--- config.mk ---
export PLATFORM = sky130hd
export DESIGN_NAME = decode_stage
export DESIGN_NICKNAME = d
export VERILOG_FILES = /design/src/rtl/decode_stage.sv
export SDC_FILE = /design/constraint.sdc
export NUM_CORES = 1
export LEC_CHECK = 0
export BUFFER_PORTS_ARGS = -buffer_cell sky130_fd_sc_hd__buf_2
export CAP_MARGIN = 5
export CORE_MARGIN = 1
export CORE_UTILIZATION = 53
export CTS_CLUSTER_SIZE = 40
export DETAILED_ROUTE_END_ITERATION = 6
export HOLD_SLACK_MARGIN = 0.1
export PLACE_DENSITY = 0.86
export SYNTH_ARGS = -nofsm -noshare
export SYNTH_HDL_FRONTEND = slang
export SYNTH_SLANG_ARGS = --single-unit
--- constraint.sdc ---
create_clock -name clk -period 4 [get_ports clk]
set_clock_uncertainty 0.1 [all_clocks]
set_input_delay 1.2 -clock clk [delete_from_list [all_inputs] [get_ports clk]]
set_output_delay 1.2 -clock clk [all_outputs]
set_load 0.01 [all_outputs]
--- src/rtl/decode_stage.sv ---
// decode_stage: IF/ID latch with one-hot rs/rt decode and destination-select pipeline to write-back
module decode_stage #(
    parameter int NREGS = 32,
    parameter int DW    = 32
) (
    input  logic             clk,
    input  logic             reset,
    input  logic [DW-1:0]    ibus,
    input  logic             ivalid,
    input  logic             stall,
    input  logic             flush,
    output logic [NREGS-1:0] Aselect,
    output logic [NREGS-1:0] Bselect,
    output logic [DW-1:0]    Imm,
    output logic             Imm_sel,
    output logic [NREGS-1:0] dsel_ex,
    output logic [NREGS-1:0] dsel_mem,
    output logic [NREGS-1:0] Dselect
);
    logic [DW-1:0]    r_ir;
    logic             r_v;
    logic [NREGS-1:0] r_dex;
    logic [NREGS-1:0] r_dmem;
    logic [NREGS-1:0] r_dwb;
    logic             r_vex;
    logic             r_vmem;
    logic             r_vwb;
    logic [4:0]       w_dst;
    logic [NREGS-1:0] w_dsel;
    always_comb begin
        Imm_sel  = r_ir[31:26] != 6'd0;
        w_dst    = Imm_sel ? r_ir[20:16] : r_ir[15:11];
        w_dsel   = NREGS'(1) << w_dst;
        Aselect  = NREGS'(1) << r_ir[25:21];
        Bselect  = NREGS'(1) << r_ir[20:16];
        Imm      = {{(DW-16){r_ir[15]}}, r_ir[15:0]};
        dsel_ex  = r_vex ? r_dex : '0;
        dsel_mem = r_vmem ? r_dmem : '0;
        Dselect  = r_vwb ? r_dwb : '0;
    end
    always_ff @(posedge clk) begin
        if (reset) begin
            r_ir   <= '0;
            r_v    <= 1'b0;
            r_dex  <= '0;
            r_dmem <= '0;
            r_dwb  <= '0;
            r_vex  <= 1'b0;
            r_vmem <= 1'b0;
            r_vwb  <= 1'b0;
        end else begin
            if (flush) begin
                r_ir <= '0;
                r_v  <= 1'b0;
            end else if (!stall) begin
                r_ir <= ibus;
                r_v  <= ivalid;
            end
            r_dex  <= w_dsel;
            r_vex  <= r_v && !flush && !stall;
            r_dmem <= r_dex;
            r_vmem <= r_vex;
            r_dwb  <= r_dmem;
            r_vwb  <= r_vmem;
        end
    end
endmodule

# Yosys cells after proc, flatten, opt, wreduce, memory -nomap -nowiden
# Cells that the tools add are included.
[word_totals]
regBits = 132
output_inout_bits = 193
word_cells = 21
[op_classes]
muxes = 4
n_reduce_logical = 6
shifts = 3
[ops]
columns = ["op", "n"]
rows = [
  ["32-bit 2-to-1 mux", 3],
  ["1-bit by 5-bit << shifter with 32-bit output (first input constant)", 3],
  ["6-bit nonzero test", 1],
  ["5-bit 2-to-1 mux", 1],
  ["1-bit logical AND", 2],
  ["1-bit logical NOT", 2],
  ["2-bit OR reduction", 1],
]

# Longest topological paths before layout
# Gate-level depths: netlist of run 1.
[depth]
ltp_word = 3
mapped_depth = 5
depth_no_buf = 3

# Least setup slack after synthesis of run 1
# Ideal clock, no wire load.
[synth_path]
path_kind = "register -> output"
from = "reg r_ir[18]"
to = "out Bselect[1]"
n_path_buf = 1
t_arrival_ps = 1109
path_slack_ps = 1591
stages_incl_launch_ff = 4
cell_sequence = "dfxtp_1 clkbuf_2 or3_1 nor2_1"
[synth_via]
elab_chain_cells = 1
[synth_rtl]
columns = ["element", "line", "rtl"]
rows = [
  ["start: declaration", "20", "logic [DW-1:0] r_ir;"],
  ["start signal: assignment", "56", "r_ir <= ibus;"],
  ["1-bit by 5-bit << shifter with 32-bit output", "35", "Bselect = NREGS'(1) << r_ir[20:16];"],
  ["end: declaration", "13", "output logic [NREGS-1:0] Bselect,"],
]
# Every way passes these cells.

# Worst setup path after layout of run 1
[layout_path]
from = "reg r_ir[17]"
to = "out Bselect[22]"
# Same word-level chain as after synthesis.

==> results.cfg, run 1 <==
[status]
status = completed

[final_layout]
drive_gt1_share_pct = 33.41
seq_area_mm2 = 0.002643
nNetsFinal = 866
area_growth_pct = 23.58
final_util_pct = 67.51
nFillCells = 860
final_cell_mix = buf_2, dfxtp_1, and2_1
mostFrequentLayoutCell = buf_2
multi_input_area_mm2 = 0.002769

[logic_synthesis]
synth-seq-area-share_pct = 44.62
synth.distinct_cells = 28
synth-xor-area-share_pct = 0
ys_top_cells_by_area = dfxtp_1, mux2i_1, and2_1
syn_area_mm2 = 0.005922
syn_nets = 697
yosysWarnings = 0
synth_fa_ha_area_share_pct = 0
synth_compound_area_share_pct = 0
synth.avg_cell_area_um2 = 8.973
synth.top_cell.area_share_pct = 44.62
yosysTopAreaCell = dfxtp_1
ys_ff_latch = 132
synth-simple-area-share_pct = 35.77
synthMuxAreaShare_pct = 10.99
synth_top_family_by_area = simple AND/OR/NAND/NOR gates
synth_cells = 660

[clock_tree]
cts_tree = built
cts.repair.resized = 0
cts_hold_buf = 0
clockBufferDepth = 2
cts_buffers = 17
htree_levels = 4
clockRootBuffer = clkbuf_8
clock_latency_ns = 0.51
post_cts_buffers = 0
clk_pin_slew_ns = 0.06
cts_sinks = 132

[power]
p_leak_nw = 3.616
clockPowerShare_pct = 49.1
ir_drop_mv = 0.2957
pwr-share-comb_pct = 5.9
powerDensity_mw_per_mm2 = 411.1
seq_power_share_pct = 45.0
switching_share_pct = 23.54
p_switching_mw = 0.7080
p_int_mw = 2.300

[floorplanning]
dieWidth_um = 107.7
core_mm2 = 0.01084
io_pins = 230
num_rows = 38
die_area_mm2 = 0.01160
initial_core_util_pct = 54.63
die_h_um = 107.7

[routing]
drt-pass1-iter-count = 6
vias_per_cell = 4.784
drc_errors = 0
postRouteAntennaNets = 0
routedWlPerCell_um = 13.24
wl_mm = 13.00
num_vias = 4698
drt-initial-drc-count = 263

[global_routing]
grt_pass1_vias = 4259
track_usage_pct = 23.08
grt_max_degree = 67
grt_first_pass_wirelength_mm = 20.64
antenna_found_initial = 1
grt-ovfl-total = 0

[sta]
hold_violations = 0
rsz0062_at_grt = no
fin_crit_ns = 3.312
fmax_ghz = 0.3019
slew_headroom_pct = 36.32
setup_viol = 0
worst_pin_slew_ns = 0.9552
fin_crit_sh_pct = 82.81
drv_slew = 0
fin_tns_setup_ns = 0

[setup_path]
end_kind = output port
reg2reg_slack_ns = 2.17
cp-start-kind = flop
cp.arrival_ns = 2.01
crit_path_max_fanout = 29
timing.rr.end = r_dex[18]
worstSetupPathType = reg2out
worstPathRequired_ns = 2.70
startpoint = r_ir[17]
crit_end = Bselect[22]
crit-reg2reg-launch = r_ir[17]
reg2reg_depth = 3

[placement]
io_buffer_count = 229
detailed_place_hpwl_mm = 9.383
globalplace.congestion = 0.8569

[hold_path]
hold_path.class = reg2reg

[run]
maxCapViolCount = 0
metrics by stage:
| step | cells | area, um2 | setup slack, ns | power [mW] | hold slack [ns] |
|---|---|---|---|---|---|
| floorplan | 660 | 5922 | 1.591 | 1.531 | 0.3298 |
| global placement | 950 | 6748 | 1.290 | 1.557 | 0.3364 |
| detailed placement | 950 | 6748 | 1.244 | 1.560 | 0.3400 |
| CTS | 981 | 7316 | 0.6870 | 3.032 | 0.3507 |
| global route | 982 | 7318 | 0.5060 | 3.121 | 0.3590 |
| finish | 982 | 7318 | 0.6877 | 3.008 | 0.3486 |
layer usage:
metal	GRT usage [%]	wire, um	vias up
li1	-	-	2402
met1	28.09	5711	2091
met2	39.06	6260	193
met3	6.114	901	12
met4	8.219	125	0
met5	0	0	-
cells in the mapped netlist:
cell type  instances
nand3b_1           3
nor3_1            12
and2b_1            2
nor2b_1           72
mux2i_1           65
buf_6              7
nand2_1           60
nand2b_1           6
buf_1              2
dfxtp_1          132
buf_4             32
nand3_1           13
nor2_1            91
nor4_2             3
or2_2              3
and4b_1            2
or3_1              2
buf_12             1
nor4b_2            5
nand2_2            1
and2_1            97
buf_2             12
clkbuf_2           2
or3b_1             2
and4bb_2           6
nor4b_4            1
nor3b_1            1
clkbuf_1          25
critical path: stages, from the launching register on:
cell     delay (ns)
dfxtp_1        0.94
nand2_1        0.25
nor2_1         0.17
buf_2          0.15
registers in the layout (all words and copies together) (netlist names):
register / cells
r_v: 1
r_vmem: 1
r_dex: 32
r_vwb: 1
r_vex: 1
r_dwb: 32
r_dmem: 32
r_ir: 32
worst min path at each step:
stage	from	endpoint	slack, ns	depth (start not counted)
CTS	r_dmem[9]	r_dwb[9]	0.35	1
finish	r_dmem[9]	r_dwb[9]	0.35	1
global placement	r_dmem[13]	r_dwb[13]	0.34	1
detailed placement	r_dmem[30]	r_dwb[30]	0.34	1
floorplan	r_dex[0]	r_dmem[0]	0.33	1
global route	r_dex[28]	r_dmem[28]	0.36	1
cell families after synthesis:
group | Yosys count
AND/OR/NAND/NOR | 382
flip-flops | 132
buffers and inverters | 81
multiplexers | 65
layout make-up:
| cell class | count | share of cell area [%] |
|---|---|---|
| Antenna cell | 1 | 0.03419 |
| Clock buffer | 17 | 5.659 |
| Clock inverter | 14 | 2.103 |
| Multi-Input combinational cell | 447 | 37.84 |
| Sequential cell | 132 | 36.11 |
| Tap cell | 140 | 2.394 |
| Timing Repair Buffer | 231 | 15.87 |
power by group through the flow:
stage	combinational, mW	clock (mW)	sequential, mW
finish	0.176	1.48	1.36
CTS	0.177	1.50	1.36
detailed placement	0.176	0	1.38
global route	0.193	1.57	1.36
floorplan	0.161	0	1.37
global placement	0.174	0	1.38
No activity file was read; power rests on OpenSTA's default activity.
==> run 2: changes to the inputs <==
--- a/config.mk
+++ b/config.mk
@@ -8,11 +8,11 @@
 export BUFFER_PORTS_ARGS = -buffer_cell sky130_fd_sc_hd__buf_2
 export CAP_MARGIN = 5
 export CORE_MARGIN = 1
-export CORE_UTILIZATION = 53
+export CORE_UTILIZATION = 49
 export CTS_CLUSTER_SIZE = 40
 export DETAILED_ROUTE_END_ITERATION = 6
 export HOLD_SLACK_MARGIN = 0.1
-export PLACE_DENSITY = 0.86
+export PLACE_DENSITY = 0.8
 export SYNTH_ARGS = -nofsm -noshare
 export SYNTH_HDL_FRONTEND = slang
 export SYNTH_SLANG_ARGS = --single-unit
==> constraint.sdc (replaced) <==
create_clock -name clk -period 3.1 [get_ports clk]
set_clock_uncertainty 0.1 [all_clocks]
set_input_delay 0.93 -clock clk [delete_from_list [all_inputs] [get_ports clk]]
set_output_delay 0.93 -clock clk [all_outputs]
set_load 0.01 [all_outputs]
==> results.cfg, run 2 (synthesis results as in run 1) <==
[clock_tree]
cts_buffers = 17
post_cts_buffers = 0
clk_pin_slew_ns = 0.06
clockRootBuffer = clkbuf_16
cts_tree = built
htree_levels = 4
cts_sinks = 132
clock_latency_ns = 0.41
clockBufferDepth = 2
cts_hold_buf = 0
cts.repair.resized = 0

[global_routing]
track_usage_pct = 21.61
grt_max_degree = 34
grt-ovfl-total = 0
grt_first_pass_wirelength_mm = 21.31
antenna_found_initial = 0
grt_pass1_vias = 4367

[floorplanning]
core_mm2 = 0.01161
die_area_mm2 = 0.01253
initial_core_util_pct = 50.99
io_pins = 230
dieWidth_um = 111.9
num_rows = 39
die_h_um = 111.9

[final_layout]
area_growth_pct = 25.35
seq_area_mm2 = 0.002643
fin_area_mm2 = 0.007423
final_util_pct = 63.92
final_cell_mix = buf_2, dfxtp_1, and2_1
diodes = 0
nFillCells = 985
multi_input_area_mm2 = 0.002769
nNetsFinal = 871
mostFrequentLayoutCell = buf_2
drive_gt1_share_pct = 33.81

[placement]
globalplace.congestion = 0.8840
io_buffer_count = 229
detailed_place_hpwl_mm = 9.762
pre_cts_ws_ns = 0.7174
dpl-instance-area_mm2 = 0.006802

[routing]
drc_errors = 16
postRouteAntennaNets = 0
vias_per_cell = 4.686
routedWlPerCell_um = 13.35
wl_mm = 13.20
drt-initial-drc-count = 229
drt-pass1-iter-count = 7
num_vias = 4634

[setup_path]
cp-start-kind = flop
worstPathRequired_ns = 2.07
end_kind = output port
cp.arrival_ns = 1.74
worstSetupPathType = reg2out
crit_path_max_fanout = 13

[sta]
worst_pin_slew_ns = 0.7657
fin_crit_sh_pct = 89.26
rsz0062_at_grt = no
hold_violations = 0
setup_viol = 0
timing.final.ws_setup_ns = 0.3331
fin_tns_setup_ns = 0
fin_crit_ns = 2.767
slew_headroom_pct = 48.88
fmax_ghz = 0.3614
drv_slew = 0

[power]
ir_drop_mv = 0.3339
p_leak_nw = 3.662
powerDensity_mw_per_mm2 = 545.0
design_power_total_mw = 4.046

[hold_path]
hold_path.class = reg2reg

[status]
violations = DRC
status = finished, violations left

[run]
maxCapViolCount = 0
run 2: worst paths after layout:
path	cells past startpoint	endpoint	slack (ns)	start
setup / recovery	4	Bselect[22]	0.33	r_ir[18]
hold / removal	1	r_dmem[9]	0.35	r_dex[9]
setup reg to reg	4	r_dex[2]	1.32	r_ir[17]
hold reg to reg	1	r_dmem[9]	0.35	r_dex[9]
run 2: through the flow:
step           hold WS [ns]  instances
6_report             0.3528        989
5_1_grt              0.3641        989
4_1_cts              0.3562        989
3_5_place_dp         0.3445        958
3_3_place_gp         0.3369        958
2_1_floorplan        0.3298        660
run 2: layer usage:
metal	track usage (%)	vias up	share of wire, %
li1	-	2413	-
met1	25.64	2023	44
met2	36.60	184	47
met3	6.859	14	7.1
met4	8.000	0	1.6
met5	0	-	0
run 2: area by class of cell:
cell class / count / area share (%)
Multi-Input combinational cell: 447 / 37.30
Clock buffer: 18 / 5.916
Clock inverter: 13 / 2.461
Sequential cell: 132 / 35.60
Tap cell: 143 / 2.410
Timing Repair Buffer: 236 / 16.32
run 2: power by group:
group | internal [mW] | leakage [nW] | switching [mW]
Combinational | 0.102 | 2.30 | 0.132
Sequential | 1.72 | 1.07 | 0.0278
Clock | 1.36 | 0.294 | 0.704
run 2: critical path, stage by stage, from the launching register on:
cell,delay [ns]
dfxtp_1,0.61
and2b_1,0.28
nand2_1,0.13
nor2_1,0.17
buf_2,0.15
==> run 3: changes to the inputs <==
--- a/config.mk
+++ b/config.mk
@@ -8,11 +8,12 @@
 export BUFFER_PORTS_ARGS = -buffer_cell sky130_fd_sc_hd__buf_2
 export CAP_MARGIN = 5
 export CORE_MARGIN = 1
-export CORE_UTILIZATION = 49
+export CORE_UTILIZATION = 51
+export CTS_BUF_LIST = sky130_fd_sc_hd__clkbuf_8
 export CTS_CLUSTER_SIZE = 40
 export DETAILED_ROUTE_END_ITERATION = 6
 export HOLD_SLACK_MARGIN = 0.1
-export PLACE_DENSITY = 0.8
+export PLACE_DENSITY = 0.83
 export SYNTH_ARGS = -nofsm -noshare
 export SYNTH_HDL_FRONTEND = slang
 export SYNTH_SLANG_ARGS = --single-unit
==> results.cfg, run 3 (synthesis results as in run 1) <==
[clock_tree]
clock_latency_ns = 0.43
clockRootBuffer = clkbuf_8
post_cts_buffers = 0
clockBufferDepth = 2
cts_buffers = 17
clk_pin_slew_ns = 0.09
htree_levels = 4
cts.repair.resized = 0
cts_tree = built
cts_sinks = 132
cts_hold_buf = 0

[global_routing]
track_usage_pct = 21.67
grt_max_degree = 36
antenna_found_initial = 0
grt_pass1_vias = 4197
grt-ovfl-total = 0
grt_first_pass_wirelength_mm = 20.10

[routing]
num_vias = 4698
vias_per_cell = 4.755
drt-initial-drc-count = 154
drc_errors = 0
postRouteAntennaNets = 0
wl_mm = 12.93
drt-pass1-iter-count = 6
routedWlPerCell_um = 13.09

[sta]
setup_viol = 0
rsz0062_at_grt = no
worst_pin_slew_ns = 0.7636
drv_slew = 0
fin_crit_sh_pct = 91.42
fin_crit_ns = 2.834
fin_tns_setup_ns = 0
fin_hold_ws_ns = 0.3490
fmax_ghz = 0.3528
hold_violations = 0
slew_headroom_pct = 49.02

[setup_path]
worstPathRequired_ns = 2.07
reg2reg_depth = 4
worstSetupPathType = reg2out
end_kind = output port
timing.rr.end = r_dex[2]
cp.arrival_ns = 1.80
crit-reg2reg-launch = r_ir[17]
reg2reg_slack_ns = 1.31
cp-start-kind = flop
crit_path_max_fanout = 13

[power]
ir_drop_mv = 0.2365
powerDensity_mw_per_mm2 = 488.2
p_leak_nw = 3.580

[final_layout]
final_util_pct = 65.18
final_cell_mix = buf_2, dfxtp_1, and2_1
drive_gt1_share_pct = 33.84
diodes = 0
area_growth_pct = 21.93
nNetsFinal = 872
mostFrequentLayoutCell = buf_2

[floorplanning]
num_rows = 38
die_area_mm2 = 0.01205
dieWidth_um = 109.8
core_mm2 = 0.01108
die_h_um = 109.8
io_pins = 230
initial_core_util_pct = 53.46

[placement]
globalplace.congestion = 0.8807
detailed_place_hpwl_mm = 9.589
io_buffer_count = 229

[hold_path]
min-delay-start = r_dex[20]
hold_depth = 1
hold_path.class = reg2reg
holdPathEnd = r_dmem[20]

[run]
maxCapViolCount = 0

[status]
status = completed
-- run 3: worst max-delay path by stage --
stage	cells past startpoint	start	slack [ns]	to
2_1_floorplan	3	r_ir[18]	0.96	Bselect[1]
3_3_place_gp	4	r_ir[18]	0.71	Bselect[15]
3_5_place_dp	4	r_ir[18]	0.70	Bselect[30]
4_1_cts	4	r_ir[18]	0.21	Bselect[15]
5_1_grt	3	r_ir[20]	0.11	Bselect[28]
6_report	4	r_ir[18]	0.27	Bselect[15]
-- run 3: critical path: stages, from the launching register on --
cell and delay, ns:
dfxtp_1 0.66, and2_1 0.31, nand2_1 0.13, nor2_1 0.15, buf_2 0.14
-- run 3: routing by layer --
metal / global-route usage (%) / vias up / wire, um
met1: 25.87 / 2069 / 5744
li1: - / 2410 / -
met2: 36.93 / 203 / 5975
met4: 8.381 / 0 / 238
met5: 0 / - / 0
met3: 5.928 / 16 / 974
-- run 3: layout make-up --
class                      count  area [um2]
fill                         904        3857
multi-input combinational    447        2769
sequential                   132        2643
timing repair buffer         237        1206
clock buffer                  17       234.0
clock inverter                15       193.9
tap                          140       175.2
-- run 3: power by group --
| group | switching [mW] | leakage [nW] | internal [mW] | total (mW) |
|---|---|---|---|---|
| Clock | 0.726 | 0.211 | 0.821 | 1.55 |
| Sequential | 0.0286 | 1.07 | 1.72 | 1.74 |
| Combinational | 0.132 | 2.30 | 0.102 | 0.233 |
-- run 3: stage by stage --
| stage | instance area (um2) | instances | total power, mW | worst slack [ns] |
|---|---|---|---|---|
| 2_1_floorplan | 5922 | 660 | 1.975 | 0.9611 |
| 3_3_place_gp | 6793 | 956 | 2.015 | 0.7066 |
| 3_5_place_dp | 6793 | 956 | 2.018 | 0.7016 |
| 4_1_cts | 7221 | 988 | 3.554 | 0.2088 |
| 5_1_grt | 7221 | 988 | 3.665 | 0.1103 |
| 6_report | 7221 | 988 | 3.525 | 0.2659 |
